## src/rtl/cpu_fetch_pkg.sv

```systemverilog
// Shared definitions for the instruction fetch slice: state encoding, default widths
// and the canonical NOP encoding used by the fetch/decode boundary.
package cpu_fetch_pkg;

    localparam int ADDR_W_DEF  = 32;
    localparam int INSTR_W_DEF = 32;

    localparam logic [31:0] NOP_INSTR = 32'h0000_0013;

    typedef enum logic [1:0] {
        ST_IDLE    = 2'd0,
        ST_REQ     = 2'd1,
        ST_RESP    = 2'd2,
        ST_DISCARD = 2'd3
    } fetch_state_t;

endpackage

```

## src/rtl/fetch_fifo.sv

```systemverilog
// Synchronous FIFO holding {pc, instr} entries between fetch and decode.
// Pointers wrap naturally (power-of-2 depth); occupancy is tracked in its own counter.
module fetch_fifo #(
    parameter int WIDTH = 64,
    parameter int DEPTH = 4
) (
    input  logic                   i_clk,
    input  logic                   i_reset,
    input  logic                   i_clear,
    input  logic                   i_push,
    input  logic                   i_pop,
    input  logic [WIDTH-1:0]       i_wdata,
    output logic [WIDTH-1:0]       o_rdata,
    output logic [$clog2(DEPTH):0] o_count
);

    localparam int PTR_W = $clog2(DEPTH);
    localparam int CNT_W = PTR_W + 1;

    logic [WIDTH-1:0] r_mem [DEPTH];
    logic [PTR_W-1:0] r_wptr;
    logic [PTR_W-1:0] r_rptr;
    logic [CNT_W-1:0] r_count;
    logic             w_do_pop;

    assign w_do_pop = i_pop && (r_count != '0);

    // Callers reserve space before pushing, so push is never qualified by a full flag.
    always_ff @(posedge i_clk) begin
        if (i_reset) begin
            r_wptr  <= '0;
            r_rptr  <= '0;
            r_count <= '0;
            for (int i = 0; i < DEPTH; i++) begin
                r_mem[i] <= '0;
            end
        end else if (i_clear) begin
            r_wptr  <= '0;
            r_rptr  <= '0;
            r_count <= '0;
        end else begin
            if (i_push) begin
                r_mem[r_wptr] <= i_wdata;
                r_wptr        <= r_wptr + PTR_W'(1);
            end
            if (w_do_pop) begin
                r_rptr <= r_rptr + PTR_W'(1);
            end
            case ({i_push, w_do_pop})
                2'b10:   r_count <= r_count + CNT_W'(1);
                2'b01:   r_count <= r_count - CNT_W'(1);
                default: r_count <= r_count;
            endcase
        end
    end

    assign o_rdata = r_mem[r_rptr];
    assign o_count = r_count;

endmodule

```

## src/rtl/inst_fetch_unit.sv

```systemverilog
// Fetch unit: accepts PCs, performs one outstanding imem read at a time and queues
// {pc, instr} pairs for decode; flush drops queued and in-flight fetches.
module inst_fetch_unit
    import cpu_fetch_pkg::*;
#(
    parameter int ADDR_W     = ADDR_W_DEF,
    parameter int INSTR_W    = INSTR_W_DEF,
    parameter int FIFO_DEPTH = 4
) (
    input  logic                        i_clk,
    input  logic                        i_reset,
    input  logic [ADDR_W-1:0]           i_pc_in,
    input  logic                        i_pc_valid,
    output logic                        o_pc_ready,
    input  logic                        i_flush,
    output logic                        o_imem_req,
    output logic [ADDR_W-1:0]           o_imem_addr,
    input  logic                        i_imem_gnt,
    input  logic                        i_imem_rvalid,
    input  logic [INSTR_W-1:0]          i_imem_rdata,
    output logic [INSTR_W-1:0]          o_instr_out,
    output logic [ADDR_W-1:0]           o_instr_pc,
    output logic                        o_instr_valid,
    input  logic                        i_instr_ready,
    output logic [$clog2(FIFO_DEPTH):0] o_fifo_count
);

    localparam int                CNT_W      = $clog2(FIFO_DEPTH) + 1;
    localparam int                ENTRY_W    = ADDR_W + INSTR_W;
    localparam logic [CNT_W-1:0]  DEPTH_C    = CNT_W'(FIFO_DEPTH);
    localparam logic [ADDR_W-1:0] ALIGN_MASK = ~ADDR_W'(3);

    fetch_state_t        r_state;
    fetch_state_t        w_next_state;
    logic [ADDR_W-1:0]   r_addr;
    logic                w_accept;
    logic                w_push;
    logic                w_pop;
    logic [CNT_W-1:0]    w_count;
    logic [ENTRY_W-1:0]  w_head;

    always_ff @(posedge i_clk) begin
        if (i_reset) begin
            r_state <= ST_IDLE;
        end else begin
            r_state <= w_next_state;
        end
    end

    // DISCARD exists to swallow the one response already owed by memory after a flush.
    always_comb begin
        w_next_state = r_state;
        case (r_state)
            ST_IDLE: begin
                if (w_accept) begin
                    w_next_state = ST_REQ;
                end
            end
            ST_REQ: begin
                if (i_imem_gnt) begin
                    w_next_state = i_flush ? ST_DISCARD : ST_RESP;
                end else if (i_flush) begin
                    w_next_state = ST_IDLE;
                end
            end
            ST_RESP: begin
                if (i_imem_rvalid) begin
                    w_next_state = ST_IDLE;
                end else if (i_flush) begin
                    w_next_state = ST_DISCARD;
                end
            end
            ST_DISCARD: begin
                if (i_imem_rvalid) begin
                    w_next_state = ST_IDLE;
                end
            end
            default: w_next_state = ST_IDLE;
        endcase
    end

    always_comb begin
        o_pc_ready = 1'b0;
        o_imem_req = 1'b0;
        w_push     = 1'b0;
        case (r_state)
            ST_IDLE: o_pc_ready = !i_flush && (w_count < DEPTH_C);
            ST_REQ:  o_imem_req = 1'b1;
            ST_RESP: w_push     = i_imem_rvalid && !i_flush;
            default: ;
        endcase
    end

    assign w_accept = i_pc_valid && o_pc_ready;

    // The masked address doubles as the pc stored alongside the returned instruction.
    always_ff @(posedge i_clk) begin
        if (i_reset) begin
            r_addr <= '0;
        end else if (w_accept) begin
            r_addr <= i_pc_in & ALIGN_MASK;
        end
    end

    assign o_instr_valid = (w_count != '0) && !i_flush;
    assign w_pop         = o_instr_valid && i_instr_ready;

    fetch_fifo #(
        .WIDTH (ENTRY_W),
        .DEPTH (FIFO_DEPTH)
    ) u_fifo (
        .i_clk   (i_clk),
        .i_reset (i_reset),
        .i_clear (i_flush),
        .i_push  (w_push),
        .i_pop   (w_pop),
        .i_wdata ({r_addr, i_imem_rdata}),
        .o_rdata (w_head),
        .o_count (w_count)
    );

    assign o_imem_addr  = r_addr;
    assign o_instr_pc   = w_head[ENTRY_W-1:INSTR_W];
    assign o_instr_out  = w_head[INSTR_W-1:0];
    assign o_fifo_count = w_count;

endmodule

```

## config.mk

```make
export PLATFORM = sky130hd
export DESIGN_NAME = inst_fetch_unit
export DESIGN_NICKNAME = d
export VERILOG_FILES = /design/src/rtl/cpu_fetch_pkg.sv /design/src/rtl/fetch_fifo.sv /design/src/rtl/inst_fetch_unit.sv
export SDC_FILE = /design/constraint.sdc
export NUM_CORES = 1
export LEC_CHECK = 0
export CORE_UTILIZATION = 45
export DETAILED_ROUTE_END_ITERATION = 8
export PLACE_DENSITY_LB_ADDON = 0.08
export SLEW_MARGIN = 20
export SYNTH_ARGS = -nofsm -noshare
export SYNTH_HDL_FRONTEND = slang
export SYNTH_HIERARCHICAL = 1
export SYNTH_SLANG_ARGS = --single-unit
```

## constraint.sdc

```tcl
create_clock -name i_clk -period 3.3 [get_ports i_clk]
set_input_delay 0.495 -clock i_clk [delete_from_list [all_inputs] [get_ports i_clk]]
set_output_delay 0.495 -clock i_clk [all_outputs]
set_load 0.02 [all_outputs]
```

# Word level (Yosys, flattened, before mapping)
# Memory sizes are Yosys's and may differ from the RTL's. A register that Yosys moved wholly into a read port is not among the register bits.
# Cells that the tools add are included.
[word_totals]
ff_bits = 39
ramBits = 248
input_bits = 71
out_inout_bits = 102
elab_cells = 56
memories = 1
[memory_table]
columns = ["memory", "depth", "width", "rd", "rd_ports_with_merged_regs", "wr", "line", "text"]
rows = [
  ["u_fifo.r_mem", 4, 62, 1, 1, 4, "fetch_fifo.sv:20", "logic [WIDTH-1:0] r_mem [DEPTH];"],
]
[op_classes]
n_addsub = 4
n_lt_le_gt_ge = 1
eq_ne = 9
mux = 23
n_reduce_logical = 13
[ops]
columns = ["op", "n"]
rows = [
  ["62-bit 2-to-1 mux", 1],
  ["62-bit OR reduction", 1],
  ["2-bit 2-to-1 mux", 9],
  ["1-bit 2-to-1 mux", 11],
  ["2-bit one-hot mux with 4 select lines", 1],
  ["2-bit equality test (second input constant)", 3],
  ["1-bit logical AND", 6],
  ["3-bit != test (second input constant)", 2],
  ["3-bit one-hot mux with 2 select lines", 1],
  ["2-bit by 1-bit adder with 2-bit output (second input constant)", 2],
  ["2-bit by 1-bit equality test with 1-bit output (second input constant)", 2],
  ["2-bit != test (second input constant)", 2],
  ["4-bit AND reduction", 1],
  ["3-bit by 1-bit adder with 3-bit output (second input constant)", 1],
  ["3-bit less-than comparator (second input constant)", 1],
  ["3-bit nonzero test", 1],
  ["3-bit by 1-bit subtractor with 3-bit output (second input constant)", 1],
  ["2-bit logical NOT", 1],
  ["2-bit nonzero test", 1],
  ["2-bit OR reduction", 1],
  ["1-bit logical NOT", 1],
]

# Depth between registers and ports, before layout
# Gate-level depths: netlist of the first run.
[depth]
word_depth = 9
ltp_mapped = 10
ltp_nobuf = 10

# Modules after synthesis
# The synthesis of the first run kept the hierarchy.
[modules_own_cells]
columns = ["mod", "n_inst", "cells_per_inst", "area_each_um2", "seq_area_each_um2"]
rows = [
  ["fetch_fifo", 1, 666, 11457.2, 7867.5],
  ["inst_fetch_unit", 1, 158, 1441.4, 640.6],
]

# Worst setup path before layout of the first run
# OpenSTA, ideal clock, no wires.
[synth_timing]
path_type = "in2reg"
from = "input port i_flush"
to = "memory u_fifo/r_mem[3][0] in the netlist's numbering, enable pin"
setup_time_ns = 0.425
arrival_ns = 2.428
t_required_ns = 2.875
slack_ns = 0.446
stages = 3
n_path_buf = 0
cell_sequence = "nor2_1 > and3_1 > a41o_1"
[synth_rtl]
columns = ["item", "line", "text"]
rows = [
  ["start, declared", "inst_fetch_unit.sv:15", "input logic i_flush,"],
  ["end, declared", "fetch_fifo.sv:20", ""],
]

==> flow_summary.toml, run 1 <==
[place]
hpwl_um = 15600
dp_cells = 1343
io_buffers = 168
routabilityCongestion = 0.707

[route]
wirelength_um = 28000
firstDrtPassIters = 4
ant_nets = 0
drt-vias-per-instance = 5.14
wl_per_cell_um = 19.9
num_vias = 7211
post-route-drc-count = 0
first_iter_violations = 491

[clock_tree]
clkTransAtPathRegs_ps = 60
postCtsSetupRepairBufs = 0
root_buffer = "clkbuf_16"
ctsResizeCount = 0
cts_tree = "built"
tritoncts.num_buffers = 34
clockBufferDepth = 3
cts_hold_buffers = 0
clkLatencyLatePin_ps = 490
ctsHtreeMaxLevel = 2
clock-sinks = 297

[floorplanning]
ioPinCount = 173
die_h_um = 171
die_x_um = 171
rows = 61
core-area_um2 = 28000
start_util_pct = 46.0
design.die.area_um2 = 29300

[timing]
period_share_pct = 84.8
max_slew.worst_pin.slew_ps = 562
holdWs_ps = 519
setup_violations = 0
fmax_ghz = 0.357
maxSlewViolCount = 0
clock_skew_ps = 9.44
rsz0062_at_grt = "no"
hold_viol = 0
min_period_ps = 2800
relSlewSlack_pct = 62.6
tns_ps = 0

[final_layout]
finalNonFillerCells = 1402
n_fill_cell = 2252
antennaDiodeCount = 0
fin_nets = 1074
area_growth_pct = 25.9
drive_gt1_share_pct = 14.2

[power]
p_seq_share_pct = 50.4
switchingPower_mw = 1.74
leakage_nw = 5.69
ir_drop_mv = 0.304
combPwrFrac_pct = 6.0
switching_share_pct = 20.6
cellPowerDensity_nw_per_um2 = 520
p_clk_share_pct = 43.6
internal_power_mw = 6.70

[setup_path]
cp_max_fo = 30
critical_path_required_ps = 2800
critPathArrivalTime_ps = 2300
start_kind = "register"
slowest_stage = "mux4_2"
r2r_slack_ps = 830
endpoint_kind = "primary output"
worstSetupPathType = "reg2out"
critPathMaxStageDelay_ps = 590
cp_cell_sequence = "buf_12, mux4_2, clkdlybuf4s50_1"

[logic_synthesis]
syn_area_um2 = 12900
synthCells = 824
seq_area_frac_synth_pct = 66.0
ys_seq_elements = 297
synthSimpleGateAreaFrac_pct = 17.6
synth_xor_area_share_pct = 0.407
synth_top_family_by_area = "simple AND/OR/NAND/NOR gates"
synthMuxAreaShare_pct = 11.2
ys_types = 40
ys_warn_count = 6
synthArstFlopShare_pct = 0
avgSynthCellArea_um2 = 15.7
synth_fa_ha_area_share_pct = 0.252
synthFlopType = "edfxtp_1"
synth-compound-area-share_pct = 1.70
synth_enable_flop_cells = 256

[global_routing]
grt_pass1_wl_um = 42900
antenna_found_initial = 1
grt_pass1_vias = 7337
grt_max_degree = 68
grt_usage_pct = 19.6
overflow = 0

[job]
cap_viol_max_count = 0

[min_path]
hp-class = "reg2reg"

[outcome]
status = "finished clean"
-- metrics by stage --
| stage | total power [mW] | utilization, % | worst slack (ps) | instance area (µm²) |
|---|---|---|---|---|
| 3_5_place_dp | 4.85 | 54.0 | 295 | 15100 |
| 4_1_cts | 8.54 | 58.0 | 455 | 16200 |
| 3_3_place_gp | 4.84 | 54.0 | 309 | 15100 |
| 6_report | 8.44 | 58.0 | 503 | 16200 |
| 2_1_floorplan | 4.54 | - | 446 | 12900 |
| 5_1_grt | 8.73 | 58.0 | 396 | 16200 |
-- final timing paths --
check                                  startpoint                end  depth (start not counted)
worst max-delay path                     register     o_instr_pc[31]                          3
worst min-delay path               o_imem_addr[8]     o_imem_addr[8]                          2
worst max register to register  u_fifo/o_count[2]  u_fifo/o_count[2]                         10
worst min register to register     o_imem_addr[8]     o_imem_addr[8]                          2
-- power by group through the flow --
stage,sequential (mW),combinational [mW],clock [mW]
after global routing,4.26,0.546,3.92
after global placement,4.33,0.515,0
after CTS,4.25,0.518,3.77
after detailed placement,4.33,0.516,0
after floorplan,4.34,0.205,0
final,4.25,0.510,3.68
-- worst max-delay path, delay by kind of cell, from the launching register on --
| family | cells | cell delay (ps) |
|---|---|---|
| buf+inv | 2 | 820 |
| flops | 1 | 370 |
| mux | 1 | 590 |
-- flip-flops by register name, indices dropped and copies added (netlist names), named ones only --
signal          count
o_imem_addr        30
r_state             2
u_fifo/o_count      3
u_fifo/r_mem      256
u_fifo/r_rptr       2
u_fifo/r_wptr       2
-- layout by cell type, fill, tap and decap left out, types with 2 or more instances in the layout --
cell and instances:
and2_1 258, edfxtp_1 256, clkdlybuf4s50_1 167, mux4_2 64
dfxtp_1 39, clkbuf_16 37, nand2b_1 31, nand4b_1 30
o21ai_0 22, buf_12 15, nor2_1 11, o21ai_1 10
conb_1 10, clkbuf_1 8, buf_4 8, clkinv_1 6
inv_1 5, xor2_1 4, nor2b_1 3, a21oi_1 3
clkbuf_8 3, or2_4 3, nor4_4 2, and3_1 2
clkinv_2 2, bufinv_16 2, nand2_1 2, xnor2_1 2
dfxtp_4 2
-- cells in the mapped netlist (all sizes together) (2+ instances only) --
cell type / number / area (µm²)
and3: 2 / 12.5
nor2b: 4 / 25.0
mux4: 64 / 1440
clkbuf: 24 / 98.8
xnor2: 2 / 17.5
or2: 4 / 25.0
nor3: 2 / 21.3
nand4b: 30 / 263
buf: 35 / 253
dfxtp: 41 / 821
nor2: 12 / 52.6
a21oi: 3 / 15.0
xor2: 4 / 35.0
inv: 6 / 22.5
nand2b: 31 / 194
o21ai: 32 / 160
nor4: 2 / 33.8
nand2: 2 / 7.51
and2: 258 / 1610
edfxtp: 256 / 7690
-- cell families after synthesis --
logic type	count (synthesis)
AOI/OAI and AO/OA	40
xor gates and xnor gates	6
adders and majority gates	2
buffers and inverters	65
DFF	297
muxes	64
other	1
and+or+nand+nor	349
-- routing by layer --
layer	vias up	share of wire [%]	GRT usage (%)
met5	-	0.029	0
met4	2	1.5	4.89
met3	34	4.8	3.41
met2	185	49	32.6
met1	3615	45	26.9
li1	3375	-	-
-- final cells by class --
class	instances	area [µm²]	area share, %
clock buffer	48	997	6.14
clock inverter	11	104	0.640
inverter	6	22.5	0.139
multi-input combinational	471	4090	25.2
sequential	297	8520	52.5
tap	378	473	2.91
timing repair buffer	191	2040	12.5
No activity file was read; power rests on OpenSTA's default activity.
==> run 2: changes to the inputs <==
- clock period: 3.3 -> 2.25 ns (I/O delays scaled with it)
==> run 2 against run 1 <==
Effect of this change:
- the run now ends with setup timing left
- sequential cell count unchanged
- utilization rose by 1.4 points
- combinational power grew 52%
- clock power up 36%
- critical path depth increased by 2
==> flow_summary.toml, run 2 (synthesized netlist as in run 1, its figures left out) <==
[outcome]
status = "complete, but fails checks"
violations = "setup timing"

[min_path]
hp-class = "in2reg"
worstHoldStart = "i_pc_in[4]"

[route]
wl_per_cell_um = 20.2
drt-vias-per-instance = 5.09
post-route-drc-count = 0
wirelength_um = 29100
first_iter_violations = 397
ant_nets = 0
firstDrtPassIters = 5
num_vias = 7326

[timing]
relSlewSlack_pct = 64.4
holdWs_ps = 376
min_period_ps = 2310
rsz0062_at_grt = "yes"
period_share_pct = 103
maxSlewViolCount = 0
setup_violations = 26
hold_viol = 0
fmax_ghz = 0.434
fin_ws_ps = -56.7
max_slew.worst_pin.slew_ps = 535
tns_ps = -733
clock_skew_ps = 10.7

[floorplanning]
start_util_pct = 46.0
die_h_um = 171
core-area_um2 = 28000
die_x_um = 171
design.die.area_um2 = 29300
rows = 61
ioPinCount = 173

[setup_path]
cp_max_fo = 5
critPathArrivalTime_ps = 1970
endpoint_kind = "primary output"
r2r_slack_ps = 150
worstSetupPathType = "reg2out"
worstRegToRegCells = 10
timing.rr.start = "u_fifo/o_count[1]"
timing.rr.end = "u_fifo/o_count[2]"
critical_path_required_ps = 1910
start_kind = "register"
cp-endpoint = "o_instr_pc[14]"

[place]
io_buffers = 168
routabilityCongestion = 0.746
hpwl_um = 17000
placed_area_um2 = 15500

[final_layout]
n_fill_cell = 2209
area_growth_pct = 29.0
fin_nets = 1111
final_common_cell = "and2_1"
top_register = "u_fifo/r_mem"
layout_common_cells = "257 x and2_1, 256 x edfxtp_1, 100 x clkdlybuf4s50_1, 64 x mux4_2, 36 x dfxtp_1"
antennaDiodeCount = 0
drive_gt1_share_pct = 24.0
largest_reg_flops = 256
post-route-util_pct = 59.4
final_area_um2 = 16600

[global_routing]
grt_usage_pct = 20.5
grt_pass1_vias = 7611
antenna_found_initial = 0
overflow = 0
grt_pass1_wl_um = 44700
grt_max_degree = 68

[power]
ir_drop_mv = 0.439
cellPowerDensity_nw_per_um2 = 721
leakage_nw = 6.05

[clock_tree]
clock-sinks = 297
ctsHtreeMaxLevel = 1
tritoncts.num_buffers = 31
clkTransAtPathRegs_ps = 60
root_buffer = "clkbuf_16"
cts_tree = "built"
clockBufferDepth = 3
clkLatencyLatePin_ps = 550

[job]
cap_viol_max_count = 0
[run 2: changes by cell type in the layout (fill, tap and decap cells not counted), moves of 3 or more]
cell	previous run	this run
buf_4	8	28
clkdlybuf4s50_1	167	100
buf_6	0	31
buf_2	1	33
buf_16	0	6
dfxtp_4	2	5
dfxtp_1	39	36
buf_12	15	29
clkbuf_16	37	31
[run 2: critical path: stages, from the launching register on]
cell and delay, ps:
dfxtp_4 380, buf_12 130, buf_12 120, buf_16 130, mux4_2 520, buf_6 150
[run 2: cell type report]
class	instances	area, µm²	area share (%)
repair buffers	231	2520	15.1
inverters	6	22.5	0.135
clock inverters	12	133	0.797
flip-flops and latches	297	8530	51.3
well taps	378	473	2.84
clock buffers	44	865	5.20
multi-input cells	471	4100	24.6
[run 2: where the power goes]
part | leakage, nW | internal [mW] | switching (mW) | total [mW]
Sequential | 2.98 | 6.14 | 0.0843 | 6.23
Clock | 0.486 | 2.99 | 2.01 | 5.00
Combinational | 2.59 | 0.373 | 0.404 | 0.777
[run 2: per-stage QoR]
step	worst slack, ps	total power [mW]	cells
global route	-134	12.4	1439
CTS	-108	12.1	1438
detailed placement	-386	7.14	1371
finish	-56.7	12.0	1439
floorplan	-80.5	6.65	833
global placement	-372	7.14	1371
[run 2: repair_timing]
item,in CTS,in global routing
pin swaps,0,1
buffers inserted,5,2
gates resized for setup,318,22
hold buffers,0,0
setup endpoints to repair,66,60
cloned,6,0
[run 2: worst min path at each step]
stage / slack [ps] / to / cells after the start
floorplan: 480 / r_state[1] / 2
global placement: 510 / register / 2
detailed placement: 510 / o_imem_addr[11] / 2
CTS: 360 / o_imem_addr[12] / 3
global route: 370 / o_imem_addr[9] / 3
finish: 380 / o_imem_addr[4] / 3
[run 2: metal layers]
| metal | part of all wire (%) | up-vias | global-route usage (%) |
|---|---|---|---|
| met3 | 5.4 | 30 | 3.50 |
| met2 | 49 | 205 | 34.4 |
| li1 | - | 3444 | - |
| met5 | 0 | - | 0 |
| met1 | 45 | 3647 | 27.9 |
| met4 | 1.2 | 0 | 4.54 |
==> run 3: changes to the inputs <==
- GPL_ROUTABILITY_DRIVEN: unset -> 0
==> results of run 3 <==
No change in the layout: final DEF, timing and power equal those of run 2.
